[src/rtl/uplink_arb_if.sv]
// Uplink arbiter bundle: two 4-phase child ports, one parent port, status.
// The arbiter takes the master view; the surrounding fabric takes the slave view.
interface uplink_arb_if #(
    parameter int WIDTH = 11
);
    logic             c1_req;
    logic [WIDTH-1:0] c1_data;
    logic             c1_ack;
    logic             c2_req;
    logic [WIDTH-1:0] c2_data;
    logic             c2_ack;
    logic             p_req;
    logic [WIDTH-1:0] p_data;
    logic             p_ack;
    logic [1:0]       gnt;
    logic             err;

    modport master (
        input  c1_req, c1_data, c2_req, c2_data, p_ack,
        output c1_ack, c2_ack, p_req, p_data, gnt, err
    );

    modport slave (
        output c1_req, c1_data, c2_req, c2_data, p_ack,
        input  c1_ack, c2_ack, p_req, p_data, gnt, err
    );
endinterface

[src/rtl/uplink_arb.sv]
// Two-child round-robin 4-phase uplink arbiter, one packet in flight.
// Define UPLINK_ARB_TIMEOUT_EN to abort SEND after TIMEOUT cycles without p_ack.
module uplink_arb #(
    parameter int WIDTH   = 11,
    parameter int TIMEOUT = 255
) (
    input  logic      clk,
    input  logic      rst_n,
    uplink_arb_if.master bus
);
    typedef enum logic [1:0] {
        IDLE,
        SEND,
        RELEASE,
        CACK
    } state_t;

    state_t           state;
    logic [WIDTH-1:0] data_q;
    logic [1:0]       gnt_q;
    logic             p_req_q;
    logic             c1_ack_q;
    logic             c2_ack_q;
    logic             last_c2;
    logic             any_req;
    logic             pick_c1;
    logic             gnt_req;

`ifdef UPLINK_ARB_TIMEOUT_EN
    localparam int CW = $clog2(TIMEOUT + 1);
    localparam logic [CW-1:0] TMAX = CW'(TIMEOUT - 1);

    logic [CW-1:0] cnt;
    logic          err_q;
`endif

    // c1 wins a tie only when c2 held the last grant
    always_comb begin
        any_req = bus.c1_req | bus.c2_req;
        pick_c1 = bus.c1_req & (~bus.c2_req | last_c2);
        gnt_req = gnt_q[0] ? bus.c1_req : bus.c2_req;
    end

    always_ff @(posedge clk or negedge rst_n) begin
        if (!rst_n) begin
            state    <= IDLE;
            data_q   <= '0;
            gnt_q    <= 2'b00;
            p_req_q  <= 1'b0;
            c1_ack_q <= 1'b0;
            c2_ack_q <= 1'b0;
            last_c2  <= 1'b1;
`ifdef UPLINK_ARB_TIMEOUT_EN
            cnt      <= '0;
            err_q    <= 1'b0;
`endif
        end else begin
            unique case (state)
                IDLE: begin
                    if (any_req) begin
                        state   <= SEND;
                        p_req_q <= 1'b1;
                        data_q  <= pick_c1 ? bus.c1_data : bus.c2_data;
                        gnt_q   <= pick_c1 ? 2'b01 : 2'b10;
`ifdef UPLINK_ARB_TIMEOUT_EN
                        cnt     <= '0;
`endif
                    end
                end
                SEND: begin
                    if (bus.p_ack) begin
                        state   <= RELEASE;
                        p_req_q <= 1'b0;
                    end
`ifdef UPLINK_ARB_TIMEOUT_EN
                    // parent unresponsive: drop packet, still release the child
                    else if (cnt == TMAX) begin
                        state    <= CACK;
                        p_req_q  <= 1'b0;
                        err_q    <= 1'b1;
                        c1_ack_q <= gnt_q[0];
                        c2_ack_q <= gnt_q[1];
                    end else begin
                        cnt <= cnt + 1'b1;
                    end
`endif
                end
                RELEASE: begin
                    if (!bus.p_ack) begin
                        state    <= CACK;
                        c1_ack_q <= gnt_q[0];
                        c2_ack_q <= gnt_q[1];
                    end
                end
                CACK: begin
                    if (!gnt_req) begin
                        state    <= IDLE;
                        c1_ack_q <= 1'b0;
                        c2_ack_q <= 1'b0;
                        gnt_q    <= 2'b00;
                        last_c2  <= gnt_q[1];
                    end
                end
                default: state <= IDLE;
            endcase
        end
    end

    assign bus.p_req  = p_req_q;
    assign bus.p_data = data_q;
    assign bus.gnt    = gnt_q;
    assign bus.c1_ack = c1_ack_q;
    assign bus.c2_ack = c2_ack_q;
`ifdef UPLINK_ARB_TIMEOUT_EN
    assign bus.err    = err_q;
`else
    assign bus.err    = 1'b0;
`endif
endmodule

[src/flat_wrapper.sv]
// flat-port wrapper written by rule: the top's interface ports become plain ports
module uplink_arb_flat 
#(
    parameter int WIDTH   = 11,
    parameter int TIMEOUT = 255
)
  (clk, rst_n, bus_c1_req, bus_c1_data, bus_c2_req, bus_c2_data, bus_p_ack, bus_c1_ack, bus_c2_ack, bus_p_req, bus_p_data, bus_gnt, bus_err);
  uplink_arb_if #(.WIDTH(WIDTH)) bus_i ();
  input  logic clk;
  input  logic rst_n;
  input wire logic [$bits(bus_i.c1_req)-1:0] bus_c1_req;
  input wire logic [$bits(bus_i.c1_data)-1:0] bus_c1_data;
  input wire logic [$bits(bus_i.c2_req)-1:0] bus_c2_req;
  input wire logic [$bits(bus_i.c2_data)-1:0] bus_c2_data;
  input wire logic [$bits(bus_i.p_ack)-1:0] bus_p_ack;
  output wire logic [$bits(bus_i.c1_ack)-1:0] bus_c1_ack;
  output wire logic [$bits(bus_i.c2_ack)-1:0] bus_c2_ack;
  output wire logic [$bits(bus_i.p_req)-1:0] bus_p_req;
  output wire logic [$bits(bus_i.p_data)-1:0] bus_p_data;
  output wire logic [$bits(bus_i.gnt)-1:0] bus_gnt;
  output wire logic [$bits(bus_i.err)-1:0] bus_err;
  assign bus_i.c1_req = bus_c1_req;
  assign bus_i.c1_data = bus_c1_data;
  assign bus_i.c2_req = bus_c2_req;
  assign bus_i.c2_data = bus_c2_data;
  assign bus_i.p_ack = bus_p_ack;
  assign bus_c1_ack = bus_i.c1_ack;
  assign bus_c2_ack = bus_i.c2_ack;
  assign bus_p_req = bus_i.p_req;
  assign bus_p_data = bus_i.p_data;
  assign bus_gnt = bus_i.gnt;
  assign bus_err = bus_i.err;
  uplink_arb #(.WIDTH(WIDTH), .TIMEOUT(TIMEOUT)) u_core (.clk(clk), .rst_n(rst_n), .bus(bus_i));
endmodule
[config.mk]
export PLATFORM = sky130hd
export DESIGN_NAME = uplink_arb_flat
export DESIGN_NICKNAME = d
export VERILOG_FILES = /design/src/rtl/uplink_arb_if.sv /design/src/rtl/uplink_arb.sv /design/src/flat_wrapper.sv
export SDC_FILE = /design/constraint.sdc
export NUM_CORES = 1
export LEC_CHECK = 0
export BUFFER_PORTS_ARGS = -buffer_cell sky130_fd_sc_hd__buf_2
export CAP_MARGIN = 0
export CORE_ASPECT_RATIO = 1.1
export CORE_MARGIN = 3
export CORE_UTILIZATION = 43
export CTS_BUF_LIST = sky130_fd_sc_hd__clkbuf_8
export DETAILED_ROUTE_END_ITERATION = 6
export PLACE_DENSITY = 0.77
export SLEW_MARGIN = 15
export SYNTH_ARGS = -nofsm -noshare
export SYNTH_HDL_FRONTEND = slang
export SYNTH_SLANG_ARGS = --single-unit
[constraint.sdc]
create_clock -name clk -period 1.4 [get_ports clk]
set_input_delay 0.28 -clock clk [delete_from_list [all_inputs] [get_ports clk]]
set_output_delay 0.28 -clock clk [all_outputs]
set_load 0.005 [all_outputs]
# Word-level counts from Yosys, hierarchy flattened
# Cells that the tools add are included.
totals:
  reg_bits: 19
  out_inout_bits: 17
  input_bits: 27
classes:
  n_bitwise: 5
  eq_ne: 7
  n_reduce_logical: 10
  muxes: 18
ops:
  columns: ["operator", "count"]
  rows:
  - ["$mux 2", 6]
  - ["$mux 11", 1]
  - ["$reduce_and 3->1", 3]
  - ["$pmux 2 s4", 1]
  - ["$mux 1", 6]
  - ["$ne 2x2->1 const B", 3]
  - ["$pmux 1 s2", 3]
  - ["$reduce_bool 2->1", 3]
  - ["$eq 2x2->1 const B", 2]
  - ["$pmux 2 s2", 1]
  - ["$reduce_and 2->1", 2]
  - ["$reduce_and 4->1", 1]
  - ["$eq 2x1->1 const B", 1]
  - ["$logic_not 2->1", 1]
  - ["$ne 2x1->1 const B", 1]
  - ["$not 1->1", 2]
  - ["$or 1x1->1", 2]
  - ["$and 1x1->1", 1]

# Longest topological paths before layout
depth:
  word_depth: 6
  depth_mapped: 6
  depth_no_buf: 5

# Least setup slack after synthesis
# Ideal clock, no wire load.
synth_path:
  path_kind: "flip-flop to flip-flop"
  startpoint: "register u_core.state[0]"
  endpoint: "register u_core.gnt_q[0], in the netlist u_core.bus.gnt[0]"
  setup_ns: 0.125
  setup_slack_ns: 0.002
  arrival_ns: 1.273
  period_less_slack_ns: 1.398
  required_ns: 1.275
  path_stages_with_launch: 4
  path_cell_list: "dfrtp_1 ha_1 o211ai_1 mux2_2"
synth_via:
  elab_chain_len: 3
  elab_cells_between_ends: 7
synth_lines:
  columns: ["element", "line", "source"]
  rows:
  - ["start: declaration", "uplink_arb.sv:18", "state_t state;"]
  - ["start signal: assignment", "uplink_arb.sv:46", "state <= IDLE;"]
  - ["start signal: assignment", "uplink_arb.sv:61", "state <= SEND;"]
  - ["start signal: assignment", "uplink_arb.sv:72", "state <= RELEASE;"]
  - ["$eq 2x2->1 / $logic_not 2->1 (equally long branches)", "uplink_arb.sv:58", "unique case (state)"]
  - ["$ne 2x2->1 (no line), or another cell as far along", null, null]
  - ["$reduce_and 3->1 (no line)", null, null]
  - ["end signal: assignment", "uplink_arb.sv:64", "gnt_q <= pick_c1 ? 2'b01 : 2'b10;"]
  - ["end: declaration", "uplink_arb.sv:20", "logic [1:0] gnt_q;"]
# Parallel ways exist; a longest one is shown, timed or not.
# A chain may end at the register's enable or synchronous reset.

# Final worst setup path
layout_path:
  startpoint: "register u_core.state[1]"
  endpoint: "register u_core.gnt_q[0], in the netlist u_core.bus.gnt[0]"
# Same word-level chain as after synthesis.

==> summary.md <==
| Metric | Value |
|---|---|
| Fin. Hold Viols | `0` |
| Max VDD drop | `0.00128 V` |
| DIE WIDTH | `51.7 um` |
| Global-route wire length before repair | `3.85 mm` |
| 1st-pass router iterations | `3` |
| Pins Over Slew Limit | `0` |
| Cell area after placement | `1280 um2` |
| Area of the core | `2080 um2` |
| Tmin final | `1.43 ns` |
| Routed via count | `866` |
| Initial antenna violation count | `0` |
| Fraction of layout cells with a size suffix above 1 | `0.531` |
| CP arrival | `1.57 ns` |
| Worst setup margin | `-0.0324 ns` |
| Netlist cell types | `24` |
| Final RePlAce weighted congestion | `0.826` |
| Status | `finished, violations left` |
| CTS tree | `yes` |
| FILL cells | `178` |
| Multi-input logic area | `542 um2` |
| # diodes | `0` |
| GRT Max-Usage Layer | `met2` |
| Longest Clk Path Bufs | `2` |
| Final ANT Viol Nets | `0` |
| Final Cell Area | `1430 um2` |
| Post-layout util | `0.688` |
| TNS Setup | `-0.0630 ns` |
| Final HPWL from detailed placement | `1.65 mm` |
| FF/Latch Area | `479 um2` |
| Setup Viol. Count Final | `3` |
| Nets | `175` |
| Mapped Nets | `122` |
| Starting Density | `0.473` |
| Worst EP required | `1.53 ns` |
| RSZ-0062 raised after global routing | `yes` |
| GR Util met2 | `0.293` |
| Syn avg cell area | `10.8 um2` |
| DRC viols | `0` |
| DP Worst Slack | `-0.0839 ns` |
| Hold Crit Class | `in2reg` |
| Count of state elements after synthesis | `19` |
| Mean number of vias per cell | `5.06` |
| Latest clock arrival within the worst-skew pair | `0.25 ns` |
| Wirelength per Cell | `13.1 um` |
| Layout Skew | `0.00403 ns` |
| GR Overflow Total | `0` |
| Worst setup SP type | `flip-flop` |
| Die Ht | `56.2 um` |
| Clock-pin slew on the worst setup and hold paths | `0.07 ns` |
| Iter 0 DRT Violations | `2` |
| Routing usage on met1 | `0.208` |
| Buffers on Ports | `42` |
| Seq/Total Area, Yosys | `0.484` |
| Largest net degree at the start of global routing | `20` |
| Num CTS Buffers | `3` |
| Area Overhead vs Synth | `45.4%` |
| Synthesized cell area | `986 um2` |
| Die ar. | `2900 um2` |
| I/O Pins | `44` |
| TritonCTS Sinks | `19` |
| Violated checks | `negative setup slack` |
| Vias in the first global route | `929` |
| GRT Total Usage | `0.167` |
| H-tree Lvls | `1` |
| Worst setup path class | `reg2reg` |
| Syn Inst Count | `91` |
| CP endpoint kind | `flip-flop` |
| Non-Filler Instances | `171` |
| M3 GR Usage | `0.0295` |
| Synth warn | `0` |
| CP Max Fanout | `4` |
| Static Leak | `0.752 nW` |
| Tcrit/Tclk final | `1.02` |
| Cell Rows | `17` |
| Root buffer cell | `clkbuf_8` |
| Overall routed net length | `2.25 mm` |
| Max cap viols | `0` |
| Peak Freq | `698 MHz` |
| PD cells | `2090 nW/um2` |
| Placed insts | `164` |
==> worst paths after layout <==
| path | from | end | slack [ns] | cells after the start |
|---|---|---|---|---|
| setup / recovery | u_core.state[1] | u_core.bus.gnt[0] | -0.03 | 4 |
| hold / removal | bus_c1_data[3] | u_core.bus.p_data[3] | 0.29 | 3 |
| setup reg to reg | u_core.state[1] | u_core.bus.gnt[0] | -0.03 | 4 |
| hold reg to reg | u_core.bus.p_data[5] | u_core.bus.p_data[5] | 0.48 | 2 |
| max in group asynchronous | rst_n | u_core.last_c2 | 0.58 | 2 |
| min in group asynchronous | rst_n | u_core.bus.c1_ack | 0.49 | 2 |
==> power by group <==
| group | total (mW) | internal (mW) | leakage, nW | switching, mW |
|---|---|---|---|---|
| Clock | 0.371 | 0.194 | 0.0269 | 0.176 |
| Combinational | 1.58 | 0.889 | 0.497 | 0.689 |
| Sequential | 1.05 | 0.837 | 0.228 | 0.212 |
| Total | 3.00 | 1.92 | 0.752 | 1.08 |
==> layout by cell type (no fill, tap or decap), drive strengths merged, types with 2 or more instances in the layout <==
| cell type | instances |
|---|---|
| inv | 5 |
| ha | 4 |
| nor2 | 3 |
| buf | 51 |
| mux2i | 13 |
| dfrtp | 18 |
| nor2b | 3 |
| clkbuf | 3 |
| nand2 | 15 |
| o21ai | 13 |
| nand2b | 2 |
| mux2 | 6 |
==> timing repair <==
| action | CTS | global route |
|---|---|---|
| gates resized for setup | 19 | 2 |
| buffers inserted | 2 | 0 |
| hold buffers | 1 | 0 |
| endpoints found under the hold margin | 18 | 0 |
| pin swaps | 3 | 1 |
| setup endpoints to repair | 5 | 13 |
==> sequential cells by signal, summed over array words and instances (netlist names) <==
signal / flops
u_core.bus.p_data: 11
u_core.bus.gnt: 2
u_core.state: 2
u_core.bus.c1_ack: 1
u_core.bus.c2_ack: 1
u_core.bus.p_req: 1
u_core.last_c2: 1
==> Yosys cell counts <==
| library cell | count | area [um2] |
|---|---|---|
| dfstp_2 | 1 | 26.3 |
| nand2b_4 | 1 | 13.8 |
| ha_1 | 4 | 50.1 |
| inv_2 | 1 | 3.75 |
| nand2_1 | 15 | 56.3 |
| a22o_1 | 1 | 8.76 |
| mux2_1 | 4 | 45.0 |
| o21ai_0 | 2 | 10.0 |
| o2111ai_2 | 1 | 15.0 |
| o211ai_1 | 1 | 7.51 |
| nor2_1 | 3 | 11.3 |
| inv_1 | 3 | 11.3 |
| nand2b_1 | 1 | 6.26 |
| o21ai_2 | 1 | 8.76 |
| o21ai_1 | 10 | 50.1 |
| clkbuf_1 | 2 | 7.51 |
| buf_4 | 1 | 7.51 |
| buf_6 | 1 | 11.3 |
| o211a_2 | 1 | 10.0 |
| nor2b_1 | 3 | 18.8 |
| mux2_2 | 2 | 22.5 |
| mux2i_1 | 13 | 130 |
| conb_1 | 1 | 3.75 |
| dfrtp_1 | 18 | 450 |
==> logic make-up (layout without fill, tap and decap cells) <==
group	Yosys count	in the layout	synth area share
buf+inv	8	60	0.0419
other cells	1	1	0.00380
simple gates	23	23	0.108
mux	19	19	0.200
flops	19	19	0.484
fa+ha+maj	4	4	0.0508
compound gates	17	17	0.112
==> per-stage QoR <==
step / hold slack (ns) / power [mW]
after floorplan: -0.0156 / 1.75
after global placement: 0.239 / 2.22
after detailed placement: 0.241 / 2.30
after CTS: 0.292 / 2.94
after global routing: 0.301 / 3.22
final: 0.291 / 3.00
==> critical path: stages, from the launching register on <==
cell and delay [ns]:
dfrtp_2 0.47, inv_4 0.07, ha_4 0.18, o211ai_1 0.23
mux2_2 0.37
==> final cells by class <==
class                   count  area share
clock buffers               3      0.0288
clock inverters             1     0.00262
inverters                   4      0.0140
multi-input cells          64       0.378
flip-flops and latches     19       0.334
well taps                  28      0.0244
repair buffers             52       0.218
==> metal layers <==
metal / vias up / part of all wire
li1: 415 / -
met1: 413 / 0.38
met2: 34 / 0.53
met3: 4 / 0.076
met4: 0 / 0.0093
met5: - / 0
Note: power is estimated with default switching activity, not from simulation.
